`config.mk`:
```
export PLATFORM = sky130hd
export DESIGN_NAME = nibble_serial_adder
export DESIGN_NICKNAME = d
export VERILOG_FILES = /design/src/rtl/nibble_serial_adder_pkg.sv /design/src/rtl/CLA_4bit.sv /design/src/rtl/nibble_serial_adder.sv
export SDC_FILE = /design/constraint.sdc
export NUM_CORES = 1
export LEC_CHECK = 0
export BUFFER_PORTS_ARGS = -buffer_cell sky130_fd_sc_hd__buf_4
export CORE_ASPECT_RATIO = 0.6
export CORE_MARGIN = 5
export CORE_UTILIZATION = 53
export DETAILED_ROUTE_END_ITERATION = 8
export GPL_TIMING_DRIVEN = 0
export PLACE_DENSITY = 0.88
export SLEW_MARGIN = 25
export SYNTH_ARGS = -nofsm -noshare
export SYNTH_HDL_FRONTEND = slang
export SYNTH_SLANG_ARGS = --single-unit
```
`constraint.sdc`:
```
create_clock -name clk -period 2.1 [get_ports clk]
set_input_delay 0.21 -clock clk [delete_from_list [all_inputs] [get_ports clk]]
set_output_delay 0.21 -clock clk [all_outputs]
set_load 0.03 [all_outputs]
```
`src/rtl/nibble_serial_adder_pkg.sv`:
```
`default_nettype none
// +----------------------------------------------------------------------+
// | nibble_serial_adder_pkg : shared types and constants for the adder    |
// | Revision 1.0                                                          |
// +----------------------------------------------------------------------+
package nibble_serial_adder_pkg;

    typedef enum logic [1:0] {
        IDLE = 2'd0,
        BUSY = 2'd1,
        DONE = 2'd2
    } state_t;

    localparam int unsigned NIBBLE_W = 4;

    // Index register must stay at least one bit wide even for a single nibble.
    function automatic int unsigned idx_width(input int unsigned nibbles);
        return (nibbles > 1) ? $clog2(nibbles) : 1;
    endfunction

endpackage
`default_nettype wire

```
`src/rtl/CLA_4bit.sv`:
```
`default_nettype none
// +----------------------------------------------------------------------+
// | CLA_4bit : 4-bit carry-lookahead adder slice with group P/G outputs   |
// | Revision 1.0                                                          |
// +----------------------------------------------------------------------+
module CLA_4bit (
    input  logic [3:0] a,
    input  logic [3:0] b,
    input  logic       cin,
    output logic [3:0] s,
    output logic       p,
    output logic       g,
    output logic       cout
);

    logic [3:0] w_gen;
    logic [3:0] w_prop;
    logic [3:0] w_carry;

    assign w_gen  = a & b;
    assign w_prop = a ^ b;

    assign w_carry[0] = cin;
    assign w_carry[1] = w_gen[0] | (w_prop[0] & cin);
    assign w_carry[2] = w_gen[1] | (w_prop[1] & w_gen[0]) | (w_prop[1] & w_prop[0] & cin);
    assign w_carry[3] = w_gen[2] | (w_prop[2] & w_gen[1]) | (w_prop[2] & w_prop[1] & w_gen[0])
                      | (w_prop[2] & w_prop[1] & w_prop[0] & cin);

    assign s    = w_prop ^ w_carry;
    assign p    = &w_prop;
    assign g    = w_gen[3] | (w_prop[3] & w_gen[2]) | (w_prop[3] & w_prop[2] & w_gen[1])
                | (w_prop[3] & w_prop[2] & w_prop[1] & w_gen[0]);
    assign cout = g | (p & cin);

endmodule
`default_nettype wire

```
`src/rtl/nibble_serial_adder.sv`:
```
`default_nettype none
// +----------------------------------------------------------------------+
// | nibble_serial_adder : digit-serial adder, one nibble per clock        |
// | Revision 1.0                                                          |
// +----------------------------------------------------------------------+
module nibble_serial_adder
    import nibble_serial_adder_pkg::*;
#(
    parameter int unsigned WIDTH = 16
) (
    input  logic             clk,
    input  logic             rst,
    input  logic             in_valid,
    output logic             in_ready,
    input  logic [WIDTH-1:0] a,
    input  logic [WIDTH-1:0] b,
    input  logic             cin,
    output logic             out_valid,
    input  logic             out_ready,
    output logic [WIDTH-1:0] sum,
    output logic             cout,
    output logic             ovf,
    output logic             zero
);

    localparam int unsigned NIBBLES = WIDTH / NIBBLE_W;
    localparam int unsigned IDX_W   = idx_width(NIBBLES);
    localparam logic [IDX_W-1:0] LAST_IDX = IDX_W'(NIBBLES - 1);

    state_t             state_q;
    logic [WIDTH-1:0]   a_q;
    logic [WIDTH-1:0]   b_q;
    logic [WIDTH-1:0]   sum_q;
    logic [WIDTH-1:0]   sum_d;
    logic               carry_q;
    logic [IDX_W-1:0]   idx_q;
    logic               cout_q;
    logic               ovf_q;
    logic               zero_q;
    logic               in_ready_q;
    logic               out_valid_q;

    logic [3:0]         slice_s;
    logic               slice_cout;
    logic               unused_p;
    logic               unused_g;

    CLA_4bit u_slice (
        .a    (a_q[3:0]),
        .b    (b_q[3:0]),
        .cin  (carry_q),
        .s    (slice_s),
        .p    (unused_p),
        .g    (unused_g),
        .cout (slice_cout)
    );

    // New nibble enters at the top so the first one ends up at bits 3:0.
    generate
        if (NIBBLES == 1) begin : g_shift_single
            assign sum_d = slice_s;
        end else begin : g_shift_multi
            assign sum_d = {slice_s, sum_q[WIDTH-1:NIBBLE_W]};
        end
    endgenerate

    always_ff @(posedge clk) begin
        if (rst) begin
            state_q     <= IDLE;
            a_q         <= '0;
            b_q         <= '0;
            sum_q       <= '0;
            carry_q     <= 1'b0;
            idx_q       <= '0;
            cout_q      <= 1'b0;
            ovf_q       <= 1'b0;
            zero_q      <= 1'b0;
            in_ready_q  <= 1'b1;
            out_valid_q <= 1'b0;
        end else begin
            case (state_q)
                IDLE: begin
                    if (in_valid && in_ready_q) begin
                        a_q        <= a;
                        b_q        <= b;
                        carry_q    <= cin;
                        idx_q      <= '0;
                        in_ready_q <= 1'b0;
                        state_q    <= BUSY;
                    end
                end
                BUSY: begin
                    a_q     <= a_q >> NIBBLE_W;
                    b_q     <= b_q >> NIBBLE_W;
                    sum_q   <= sum_d;
                    carry_q <= slice_cout;
                    idx_q   <= idx_q + IDX_W'(1);
                    if (idx_q == LAST_IDX) begin
                        cout_q      <= slice_cout;
                        // Carry into the MSB is recovered from that bit's half-sum.
                        ovf_q       <= (a_q[3] ^ b_q[3] ^ slice_s[3]) ^ slice_cout;
                        zero_q      <= (sum_d == '0);
                        out_valid_q <= 1'b1;
                        state_q     <= DONE;
                    end
                end
                DONE: begin
                    if (out_ready) begin
                        out_valid_q <= 1'b0;
                        in_ready_q  <= 1'b1;
                        state_q     <= IDLE;
                    end
                end
                default: begin
                    out_valid_q <= 1'b0;
                    in_ready_q  <= 1'b1;
                    state_q     <= IDLE;
                end
            endcase
        end
    end

    assign in_ready  = in_ready_q;
    assign out_valid = out_valid_q;
    assign sum       = sum_q;
    assign cout      = cout_q;
    assign ovf       = ovf_q;
    assign zero      = zero_q;

endmodule
`default_nettype wire

```
==> metrics.yaml <==
routedWlPerCell_um: 16.98
drt.antenna.violating_nets: 0
synth_flop_cell: "dfxtp_1"
fp.dieH_um: 63.94
grt_max_degree: 11
place_congestion: 0.8831
worst_pin_slew_ns: 0.5566
dr.first_iter.drc_count: 258
setup_tns_ns: 0
core_mm2: 0.004636
clock-skew-final_ns: 0.007719
crit_path_end_kind: "flip-flop"
dr_total_vias: 2538
firstDrtPassIters: 5
synth_area_mm2: 0.002570
insertion_delay_ns: 0.35
dpl.hpwl_um: 5288
critPathLaunchType: "flip-flop"
grt_pass1_wl_um: 12000
cts_buffers: 9
clock_sinks: 58
syn_nets: 351
clk_pin_slew_worst_paths_ns: 0.07
die_w_um: 99.90
hold_class: "in -> reg"
cts_htree_levels: 3
critical_path_class: "reg -> reg"
syn_inst: 308
root_buffer: "clkbuf_8"
cp_max_fo: 3
grt_antenna_before_repair: 0
start_util: 0.5544
synthArstFlopShare: 0
max_freq_mhz: 509.7
place_area_mm2: 0.003069
power.static_leakage_uw: 0.001367
num_rows: 19
area_growth_pct: 28.19
grt_usage: 0.2426
grt_pass1_vias: 2365
n_antenna_cell: 0
final-hold-violation-count: 0
cts_tree: "done"
vias_per_cell: 5.729
max_slew_margin: 0.6289
ys_types: 39
ys_ff_latch: 58
arrival_ns: 2.25
cellPowerDensity_mw_per_mm2: 880.6
drv_slew: 0
drive_above_1_share: 0.2526
numPortBuffers: 56
status: "finished, final reports clean"
cap_viol_max_count: 0
cts_buffer_depth: 2
synth-edff-count: 0
wl_um: 7524
layout_min_cycle_time_ns: 1.962
required_ns: 2.39
final_area_mm2: 0.003294
die-area_mm2: 0.006387
finalCritPeriodShare: 0.9342
syn_avg_cell_area_um2: 8.344
gr-total-overflow: 0
rsz0062_at_grt: "no"
synth_seq_area_share: 0.4518
setup_violations: 0
final_nets: 418
vdd_ir_drop_max_v: 0.0004480
drt_drc_violations_left: 0
ios: 58
yosysWarningCount: 0
-- cell families (layout without fill, tap and decap cells) --
group | Yosys count | in the layout | synth area share
AND/OR/NAND/NOR | 142 | 142 | 0.2371
AO/OA/AOI/OAI | 68 | 68 | 0.1879
flip-flops | 58 | 58 | 0.4518
buffers and inverters | 28 | 100 | 0.06767
adder cells (fa/ha/maj) | 6 | 6 | 0.03213
multiplexers | 5 | 5 | 0.01996
XOR/XNOR | 1 | 1 | 0.003409
-- cells in the mapped netlist (2+ instances only) --
| library cell | n | share of area |
|---|---|---|
| nand2_1 | 78 | 0.11 |
| dfxtp_1 | 58 | 0.45 |
| nor2_1 | 40 | 0.058 |
| a21oi_1 | 24 | 0.047 |
| a311oi_1 | 24 | 0.082 |
| buf_2 | 7 | 0.014 |
| buf_6 | 7 | 0.031 |
| clkbuf_1 | 7 | 0.010 |
| a22oi_1 | 6 | 0.018 |
| ha_1 | 5 | 0.024 |
| inv_1 | 4 | 0.0058 |
| mux2i_1 | 4 | 0.016 |
| nand3_1 | 4 | 0.0078 |
| nor3_1 | 4 | 0.0078 |
| a211oi_1 | 3 | 0.0088 |
| o21bai_1 | 3 | 0.0088 |
| a211o_1 | 2 | 0.0068 |
| buf_4 | 2 | 0.0058 |
| nand2b_1 | 2 | 0.0049 |
| nor2b_1 | 2 | 0.0049 |
| nor3_2 | 2 | 0.0078 |
| nor4_1 | 2 | 0.0049 |
| o21ai_0 | 2 | 0.0039 |
-- layout by cell type (no fill, tap or decap), types with 3 or more instances in the layout --
| master | synthesis | layout |
|---|---|---|
| nand2_1 | 78 | 78 |
| buf_4 | 2 | 58 |
| dfxtp_1 | 58 | 58 |
| nor2_1 | 40 | 40 |
| a311oi_1 | 24 | 24 |
| a21oi_1 | 24 | 24 |
| clkbuf_8 | 0 | 10 |
| clkbuf_1 | 7 | 8 |
| buf_2 | 7 | 7 |
| buf_6 | 7 | 7 |
| a22oi_1 | 6 | 6 |
| ha_1 | 5 | 5 |
| inv_1 | 4 | 4 |
| mux2i_1 | 4 | 4 |
| nor3_1 | 4 | 4 |
| nand3_1 | 4 | 4 |
| a211oi_1 | 3 | 3 |
| o21bai_1 | 3 | 3 |
-- path summary, 6_finish.rpt --
path | startpoint | endpoint | slack [ns] | cells after the start
setup / recovery | a_q[0]$_SDFFE_PP0P_ | zero$_SDFFE_PP0P_ | 0.14 | 6
hold reg to reg | sum[1]$_SDFFE_PP0P_ | sum[1]$_SDFFE_PP0P_ | 0.47 | 2
hold / removal | a[14] | a_q[14]$_SDFFE_PP0P_ | 0.09 | 3
setup reg to reg | a_q[0]$_SDFFE_PP0P_ | zero$_SDFFE_PP0P_ | 0.14 | 6
-- state kept, by name (all words and copies together) (netlist names) --
register,cells
a_q,16
in_ready,1
out_valid,1
state_q,2
idx_q,2
zero,1
ovf,1
carry_q,1
cout,1
sum,16
b_q,16
-- metrics by stage --
step / total power (uW) / hold WS, ns / setup slack (ns) / instances / util
floorplan: 1577 / 0.3583 / 0.4707 / 308 / -
global placement: 1735 / 0.4444 / 0.1764 / 427 / 0.6621
detailed placement: 1752 / 0.4547 / 0.2013 / 427 / 0.6621
CTS: 2883 / 0.09411 / 0.09323 / 443 / 0.7093
global route: 3001 / 0.1037 / 0.07230 / 443 / 0.7107
finish: 2901 / 0.09499 / 0.1381 / 443 / 0.7107
-- critical path, stage by stage (launching register included) --
cell	delay (ns)
dfxtp_1	0.37
inv_1	0.08
fa_1	0.61
nor4b_2	0.32
nand4_1	0.15
a211o_1	0.26
o21ai_1	0.11
-- power breakdown --
part           switching, uW  total (uW)  internal (uW)  leakage, uW
sequential              58.4        1240           1180     0.000476
combinational            302         516            214     0.000782
clock                    452        1150            696     0.000109
-- final cells by class --
cell class                      count  area (um^2)
Fill cell                         371         1341
Multi-Input combinational cell    222         1241
Sequential cell                    58         1161
Clock inverter                      5        77.57
Timing Repair Buffer               56        420.4
Clock buffer                       11        141.4
Tap cell                           63        78.83
Buffer                             24        158.9
Inverter                            4        15.01
-- repair_timing --
| action | CTS | global route |
|---|---|---|
| gates resized for setup | 0 | 1 |
| setup endpoints to repair | 0 | 1 |
| setup buffers | 0 | 0 |
| hold buffers | 0 | 0 |
-- metal layers --
layer / global-route usage / wire (um) / vias to the layer above / share of wire
met2: 0.3571 / 3316 / 157 / 0.44
met5: 0 / 0 / - / 0
met4: 0.08348 / 114 / 0 / 0.015
met3: 0.07935 / 863 / 14 / 0.11
met1: 0.3342 / 3229 / 1163 / 0.43
li1: - / - / 1204 / -
No activity file was read; power rests on OpenSTA's default activity.
